File: config.mk
export PLATFORM = sky130hd
export DESIGN_NAME = imm_gen_pipe_flat
export DESIGN_NICKNAME = d
export VERILOG_FILES = /design/src/rtl/imm_gen_pipe_pkg.sv /design/src/rtl/imm_gen_pipe_if.sv /design/src/rtl/imm_gen_pipe_extend.sv /design/src/rtl/imm_gen_pipe.sv /design/src/flat_wrapper.sv
export SDC_FILE = /design/constraint.sdc
export NUM_CORES = 1
export LEC_CHECK = 0
export CORE_MARGIN = 1.5
export CORE_UTILIZATION = 40
export DETAILED_ROUTE_END_ITERATION = 8
export DONT_BUFFER_PORTS = 1
export SYNTH_ARGS = -nofsm -noshare
export SYNTH_HDL_FRONTEND = slang
export SYNTH_HIERARCHICAL = 1
export SYNTH_SLANG_ARGS = --single-unit
export TNS_END_PERCENT = 5
File: constraint.sdc
create_clock -name clk -period 12.2 [get_ports clk]
set_clock_uncertainty 0.2 [all_clocks]
set_input_delay 1.83 -clock clk [delete_from_list [all_inputs] [get_ports clk]]
set_output_delay 1.83 -clock clk [all_outputs]
set_load 0.02 [all_outputs]
File: src/rtl/imm_gen_pipe_pkg.sv
// Shared definitions for the pipelined immediate generator: format codes,
// RV32 opcodes, buffer states and the opcode-to-format decoder.
package imm_pkg;

    typedef enum logic [2:0] {
        FMT_I   = 3'b000,
        FMT_S   = 3'b001,
        FMT_B   = 3'b010,
        FMT_J   = 3'b011,
        FMT_U   = 3'b100,
        FMT_Z   = 3'b101,
        FMT_RSV = 3'b110,
        FMT_ILL = 3'b111
    } imm_fmt_e;

    typedef enum logic [1:0] {
        BUF_EMPTY = 2'b00,
        BUF_ONE   = 2'b01,
        BUF_TWO   = 2'b10
    } buf_state_e;

    localparam logic [6:0] OP_IMM    = 7'b0010011;
    localparam logic [6:0] OP_LOAD   = 7'b0000011;
    localparam logic [6:0] OP_JALR   = 7'b1100111;
    localparam logic [6:0] OP_STORE  = 7'b0100011;
    localparam logic [6:0] OP_BRANCH = 7'b1100011;
    localparam logic [6:0] OP_JAL    = 7'b1101111;
    localparam logic [6:0] OP_LUI    = 7'b0110111;
    localparam logic [6:0] OP_AUIPC  = 7'b0010111;
    localparam logic [6:0] OP_SYSTEM = 7'b1110011;

    // SYSTEM splits on funct3[2]: the immediate CSR forms carry a zimm.
    function automatic imm_fmt_e decode_fmt(input logic [31:0] instr);
        imm_fmt_e fmt;
        casez (instr)
            {25'b?, OP_IMM}, {25'b?, OP_LOAD}, {25'b?, OP_JALR}: fmt = FMT_I;
            {25'b?, OP_STORE}:                                  fmt = FMT_S;
            {25'b?, OP_BRANCH}:                                 fmt = FMT_B;
            {25'b?, OP_JAL}:                                    fmt = FMT_J;
            {25'b?, OP_LUI}, {25'b?, OP_AUIPC}:                 fmt = FMT_U;
            {17'b?, 1'b1, 7'b?, OP_SYSTEM}:                     fmt = FMT_Z;
            {17'b?, 1'b0, 7'b?, OP_SYSTEM}:                     fmt = FMT_I;
            default:                                            fmt = FMT_ILL;
        endcase
        return fmt;
    endfunction

endpackage

File: src/rtl/imm_gen_pipe_if.sv
// Upstream and downstream handshake bundle of the immediate generator.
interface imm_gen_pipe_if #(
    parameter int XLEN  = 32,
    parameter int TAG_W = 32
);
    logic             in_valid;
    logic             in_ready;
    logic [31:0]      in_instr;
    logic [2:0]       in_imm_src;
    logic [TAG_W-1:0] in_tag;
    logic             out_valid;
    logic             out_ready;
    logic [XLEN-1:0]  out_imm;
    logic [2:0]       out_type;
    logic             out_illegal;
    logic [TAG_W-1:0] out_tag;

    modport master (
        output in_valid, in_instr, in_imm_src, in_tag, out_ready,
        input  in_ready, out_valid, out_imm, out_type, out_illegal, out_tag
    );

    modport slave (
        input  in_valid, in_instr, in_imm_src, in_tag, out_ready,
        output in_ready, out_valid, out_imm, out_type, out_illegal, out_tag
    );
endinterface

File: src/rtl/imm_gen_pipe_extend.sv
// Combinational immediate extender: builds a 64-bit value and keeps the low
// XLEN bits, so every format sign-extends from its own top bit.
module imm_extend_comb
    import imm_pkg::*;
#(
    parameter int XLEN = 32
) (
    input  logic [31:7]     instr,
    input  logic [2:0]      fmt,
    output logic [XLEN-1:0] imm,
    output logic            illegal
);

    logic [63:0] wide;

    always_comb begin
        wide    = '0;
        illegal = 1'b0;
        case (fmt)
            FMT_I: wide = {{52{instr[31]}}, instr[31:20]};
            FMT_S: wide = {{52{instr[31]}}, instr[31:25], instr[11:7]};
            FMT_B: wide = {{52{instr[31]}}, instr[7], instr[30:25], instr[11:8], 1'b0};
            FMT_J: wide = {{44{instr[31]}}, instr[19:12], instr[20], instr[30:21], 1'b0};
            FMT_U: wide = {{32{instr[31]}}, instr[31:12], 12'b0};
            FMT_Z: wide = {59'b0, instr[19:15]};
            default: begin
                wide    = '0;
                illegal = 1'b1;
            end
        endcase
    end

    assign imm = wide[XLEN-1:0];

endmodule

File: src/rtl/imm_gen_pipe.sv
// Registered immediate generator with a two-entry skid buffer: main holds the
// presented result, skid absorbs one extra accept while downstream stalls.
module imm_gen_pipe
    import imm_pkg::*;
#(
    parameter int XLEN        = 32,
    parameter int TAG_W       = 32,
    parameter bit AUTO_DECODE = 1'b1
) (
    input logic         clk,
    input logic         rst,
    input logic         flush,
    imm_gen_pipe_if.slave bus
);

    logic [2:0]       fmt_sel;
    logic [XLEN-1:0]  new_imm;
    logic             new_ill;

    buf_state_e       state_reg, state_next;
    logic             in_ready_reg;
    logic [XLEN-1:0]  main_imm_reg, skid_imm_reg;
    logic [2:0]       main_type_reg, skid_type_reg;
    logic             main_ill_reg, skid_ill_reg;
    logic [TAG_W-1:0] main_tag_reg, skid_tag_reg;

    logic             accept, drain;
    logic             load_main, load_skid, move_skid;

    generate
        if (AUTO_DECODE) begin : g_auto
            assign fmt_sel = decode_fmt(bus.in_instr);
        end else begin : g_explicit
            assign fmt_sel = bus.in_imm_src;
        end
    endgenerate

    imm_extend_comb #(.XLEN(XLEN)) u_extend (
        .instr   (bus.in_instr[31:7]),
        .fmt     (fmt_sel),
        .imm     (new_imm),
        .illegal (new_ill)
    );

    // in_ready_reg already encodes state != TWO; flush overrides any accept.
    assign accept = bus.in_valid & in_ready_reg & ~flush;
    assign drain  = bus.out_ready & (state_reg != BUF_EMPTY);

    always_comb begin
        state_next = state_reg;
        load_main  = 1'b0;
        load_skid  = 1'b0;
        move_skid  = 1'b0;
        case (state_reg)
            BUF_EMPTY: begin
                if (accept) begin
                    state_next = BUF_ONE;
                    load_main  = 1'b1;
                end
            end
            BUF_ONE: begin
                if (accept && drain) begin
                    load_main = 1'b1;
                end else if (drain) begin
                    state_next = BUF_EMPTY;
                end else if (accept) begin
                    state_next = BUF_TWO;
                    load_skid  = 1'b1;
                end
            end
            BUF_TWO: begin
                if (drain) begin
                    state_next = BUF_ONE;
                    move_skid  = 1'b1;
                end
            end
            default: state_next = BUF_EMPTY;
        endcase
        if (flush) begin
            state_next = BUF_EMPTY;
            move_skid  = 1'b0;
        end
    end

    always_ff @(posedge clk or posedge rst) begin
        if (rst) begin
            state_reg     <= BUF_EMPTY;
            in_ready_reg  <= 1'b1;
            main_imm_reg  <= '0;
            main_type_reg <= '0;
            main_ill_reg  <= 1'b0;
            main_tag_reg  <= '0;
            skid_imm_reg  <= '0;
            skid_type_reg <= '0;
            skid_ill_reg  <= 1'b0;
            skid_tag_reg  <= '0;
        end else begin
            state_reg    <= state_next;
            in_ready_reg <= (state_next != BUF_TWO);
            if (load_main) begin
                main_imm_reg  <= new_imm;
                main_type_reg <= fmt_sel;
                main_ill_reg  <= new_ill;
                main_tag_reg  <= bus.in_tag;
            end else if (move_skid) begin
                main_imm_reg  <= skid_imm_reg;
                main_type_reg <= skid_type_reg;
                main_ill_reg  <= skid_ill_reg;
                main_tag_reg  <= skid_tag_reg;
            end
            if (load_skid) begin
                skid_imm_reg  <= new_imm;
                skid_type_reg <= fmt_sel;
                skid_ill_reg  <= new_ill;
                skid_tag_reg  <= bus.in_tag;
            end
        end
    end

    assign bus.in_ready    = in_ready_reg;
    assign bus.out_valid   = (state_reg != BUF_EMPTY);
    assign bus.out_imm     = main_imm_reg;
    assign bus.out_type    = main_type_reg;
    assign bus.out_illegal = main_ill_reg;
    assign bus.out_tag     = main_tag_reg;

endmodule

File: src/flat_wrapper.sv
// flat-port wrapper written by rule: the top's interface ports become plain ports
module imm_gen_pipe_flat import imm_pkg::*;
#(
    parameter int XLEN        = 32,
    parameter int TAG_W       = 32,
    parameter bit AUTO_DECODE = 1'b1
)
  (clk, rst, flush, bus_in_valid, bus_in_instr, bus_in_imm_src, bus_in_tag, bus_out_ready, bus_in_ready, bus_out_valid, bus_out_imm, bus_out_type, bus_out_illegal, bus_out_tag);
  imm_gen_pipe_if #(.XLEN(XLEN), .TAG_W(TAG_W)) bus_i ();
  input logic clk;
  input logic rst;
  input logic flush;
  input wire logic [$bits(bus_i.in_valid)-1:0] bus_in_valid;
  input wire logic [$bits(bus_i.in_instr)-1:0] bus_in_instr;
  input wire logic [$bits(bus_i.in_imm_src)-1:0] bus_in_imm_src;
  input wire logic [$bits(bus_i.in_tag)-1:0] bus_in_tag;
  input wire logic [$bits(bus_i.out_ready)-1:0] bus_out_ready;
  output wire logic [$bits(bus_i.in_ready)-1:0] bus_in_ready;
  output wire logic [$bits(bus_i.out_valid)-1:0] bus_out_valid;
  output wire logic [$bits(bus_i.out_imm)-1:0] bus_out_imm;
  output wire logic [$bits(bus_i.out_type)-1:0] bus_out_type;
  output wire logic [$bits(bus_i.out_illegal)-1:0] bus_out_illegal;
  output wire logic [$bits(bus_i.out_tag)-1:0] bus_out_tag;
  assign bus_i.in_valid = bus_in_valid;
  assign bus_i.in_instr = bus_in_instr;
  assign bus_i.in_imm_src = bus_in_imm_src;
  assign bus_i.in_tag = bus_in_tag;
  assign bus_i.out_ready = bus_out_ready;
  assign bus_in_ready = bus_i.in_ready;
  assign bus_out_valid = bus_i.out_valid;
  assign bus_out_imm = bus_i.out_imm;
  assign bus_out_type = bus_i.out_type;
  assign bus_out_illegal = bus_i.out_illegal;
  assign bus_out_tag = bus_i.out_tag;
  imm_gen_pipe #(.XLEN(XLEN), .TAG_W(TAG_W), .AUTO_DECODE(AUTO_DECODE)) u_core (.clk(clk), .rst(rst), .flush(flush), .bus(bus_i));
endmodule
==> reports/qor_table.md <==
| Metric | Value |
|:---|:---|
| Cell with the most instances after synthesis | sky130_fd_sc_hd__dfrtp_1 |
| Count of warnings emitted by yosys | 6 |
| Critical setup path kind | in -> reg |
| Number of enable-type register cells in the synthesized netlist | 0 |
| Number of cells on the worst reg-to-reg path | 4 |
| Initial cell density of the core | 41.4% |
| Sequential fraction of the synthesis area | 54.7% |
| Tightest Pin Transition | 1.04 ns |
| Clock tree root driver cell | sky130_fd_sc_hd__clkbuf_16 |
| Last element of the critical path | u_core/skid_imm_reg[3] |
| Vias | 4186 |
| HPWL after detailed placement | 9420 um |
| Pre-antenna DRT Iters | 4 |
| Switch share | 25.1% |
| Launch point of the worst hold path | u_core/skid_imm_reg[21] |
| Routed wire length | 14900 um |
| Mean number of vias per cell | 5.44 |
| Die width | 129 um |
| Number of distinct library cell variants in the gate-level netlist after synthesis | 47 |
| Setup repair after global routing missed its margin | no |
| Area growth from synthesis to layout | 10.1% |
| Largest area contributor in the netlist | sky130_fd_sc_hd__dfrtp_1 |
| I/O pin count | 142 |
| Post-CTS repair timing setup buffer count | 0 |
| Number of violations of the max-capacitance limit | 0 |
| Drt wl/cell | 19.4 um |
| Critical Path Fanout Max | 18 |
| Htree depth | 4 |
| Gpl congestion | 0.847 |
| GRT Total Usage | 18.8% |
| Share of power burned in registers | 47.7% |
| Die Area | 0.0167 mm2 |
| Hold Violations, Final | 0 |
| Reg-to-reg slack, setup | 9.44 ns |
| Worst-path clk slew | 0.06 ns |
| Syn avg cell area | 11.4 um2 |
| Synth Net Count | 632 |
| Die Y-Extent | 129 um |
| First-pass GRT wire length | 23900 um |
| Post-CTS sizing | 0 |
| Core region area | 0.0154 mm2 |
| Post-Place Cell Area | 0.00637 mm2 |
| Maximum VDD drop | 0.0918 mV |
| Initial DRC Count | 277 |
| Net count reported at finish | 617 |
| Highest Clock Rate | 253 MHz |
| Clock latency on the worst-skew pair | 0.41 ns |
| Endpoint of the lowest-slack register-to-register path | u_core/bus.out_type[0] |
| Pin count of the biggest net entering global routing | 91 |
| GRT overflow | 0 |
| Clock tree from TritonCTS | yes |
| Synthesized netlist cell count | 560 |
| Total of buffers placed on input and output ports | 0 |
| Largest cells by area after synthesis | sky130_fd_sc_hd__dfrtp_1 54%, sky130_fd_sc_hd__mux2_2 12%, sky130_fd_sc_hd__nand2_1 8.0% |
| Total number of clock tree sinks | 139 |
| Internal power | 926 uW |
| Commonest cells in the netlist | 138 x sky130_fd_sc_hd__dfrtp_1, 136 x sky130_fd_sc_hd__nand2_1, 69 x sky130_fd_sc_hd__mux2_2, 63 x sky130_fd_sc_hd__a22oi_1, 17 x sky130_fd_sc_hd__a21oi_1 |
| Worst min-delay path category | reg -> reg |
| Vias in the first global route | 4507 |
| Part of the total power dissipated in combinational logic | 8.2% |
| Max-slew violation count | 0 |
| Worst-case clock buffer depth | 2 |
| Predominant post-synthesis flop cell | sky130_fd_sc_hd__dfrtp_1 |
| Final min period | 3.95 ns |
| Final antenna-violating net count | 0 |
| Total Negative Setup Slacks | 0 ns |
| Required time reported for the critical path endpoint | 12.29 ns |
| Total leakage power | 0.00341 uW |
| Share of async-settable or async-resettable flops after synthesis | 100% |
| Share of cells above drive strength 1 | 21.7% |
| Antenna Cells | 0 |
| Clock share of power | 44.0% |
| Run status | finished, final reports clean |
| Net load switching power | 311 uW |
| Critical Path End Type | flop |
| Crit path from | bus_in_instr[3] |
| Hold Buf Count CTS | 0 |
| Max transition margin | 30.9% |
| CTS Buf Count | 17 |
| Post-route core utilization | 45.6% |
| Share of Yosys cell area claimed by the top area cell type | 54.3% |
| Number of design rule violations left after detail routing | 0 |
| Combined area of all synthesized cells | 0.00636 mm2 |
| Ratio of total power to cell area | 177 mW/mm2 |
| Worst endpoint data arrival time | 4.04 ns |
| Post-synthesis sequential element count | 139 |
| Row count | 45 |
| Final cycle utilization of the critical path | 32.4% |
| Final std cell area, no fill | 0.00700 mm2 |
| Nature of the critical path startpoint | input pin |
| Launching point of the worst reg2reg path | u_core/bus.in_ready |
| Endpoints failing setup | 0 |
| Number of antenna violations at the first check in global routing | 0 |
-- power groups by stage --
stage / Combinational, uW / Clock (uW) / Sequential [uW]
final: 102 / 544 / 590
after global routing: 115 / 575 / 599
after detailed placement: 104 / 0 / 598
after CTS: 104 / 557 / 591
after global placement: 98.1 / 0 / 595
after floorplan: 90.3 / 0 / 586
-- metal layers --
metal	share of wire, %	track usage [%]
met1	38	21.1
met4	1.7	7.20
met5	0	0
met2	50	32.1
met3	10	7.68
-- critical path, cell delays in order --
cell                       delay [ns]
sky130_fd_sc_hd__and3b_1         0.26
sky130_fd_sc_hd__o221ai_1        0.13
sky130_fd_sc_hd__a21oi_1         0.27
sky130_fd_sc_hd__inv_1           0.43
sky130_fd_sc_hd__xor2_4          0.39
sky130_fd_sc_hd__mux2i_1         0.26
sky130_fd_sc_hd__o21ai_1         0.16
sky130_fd_sc_hd__mux2_2          0.30
-- worst min-delay path by stage --
stage / end / slack (ns) / depth (start not counted)
2_1_floorplan: u_core/skid_type_reg[1] / 0.25 / 2
3_3_place_gp: u_core/bus.out_tag[5] / 0.26 / 2
3_5_place_dp: u_core/bus.out_imm[21] / 0.27 / 2
4_1_cts: u_core/bus.out_tag[25] / 0.29 / 2
5_1_grt: u_core/bus.out_imm[23] / 0.31 / 2
6_report: u_core/bus.out_imm[21] / 0.28 / 2
-- per-stage QoR --
stage	cells	worst slack, ns	power (uW)	hold slack (ns)
floorplan	560	6.45	676	0.251
global placement	737	7.91	693	0.265
detailed placement	737	7.80	702	0.272
CTS	769	8.25	1250	0.288
global route	769	8.06	1290	0.313
finish	769	8.25	1240	0.282
-- logic make-up (layout without fill, tap and decap cells) --
| kind of cell | after synthesis | count (layout) | share of synthesized area, % |
|---|---|---|---|
| xor+xnor | 2 | 2 | 0.571 |
| flops | 139 | 139 | 54.7 |
| compound gates | 123 | 123 | 13.5 |
| simple gates | 172 | 172 | 12.2 |
| mux | 79 | 79 | 13.8 |
| buf+inv | 45 | 43 | 5.25 |
-- final cells by class --
type                    count  area, um2
well taps                 211        264
inverters                   5       23.8
fillers                  1425       8370
clock buffers              21        460
flip-flops and latches    139       3480
repair buffers              6       45.0
clock inverters            11        168
multi-input cells         376       2560
-- layout by cell type, fill, tap and decap left out, types with 3 or more instances in the layout --
cell                          n
sky130_fd_sc_hd__nor2_1       4
sky130_fd_sc_hd__dfrtp_1    138
sky130_fd_sc_hd__o21ai_0      7
sky130_fd_sc_hd__a21oi_1     17
sky130_fd_sc_hd__o21ai_1      5
sky130_fd_sc_hd__nand2_1    136
sky130_fd_sc_hd__a22oi_1     63
sky130_fd_sc_hd__o22ai_1      7
sky130_fd_sc_hd__a21o_1      13
sky130_fd_sc_hd__mux2_2      69
sky130_fd_sc_hd__nor2b_1      9
sky130_fd_sc_hd__clkbuf_16   17
sky130_fd_sc_hd__buf_4        6
sky130_fd_sc_hd__bufinv_16    4
sky130_fd_sc_hd__inv_1        4
sky130_fd_sc_hd__clkinv_2     3
sky130_fd_sc_hd__mux2i_1     10
Power figures use the tool's default switching activity.
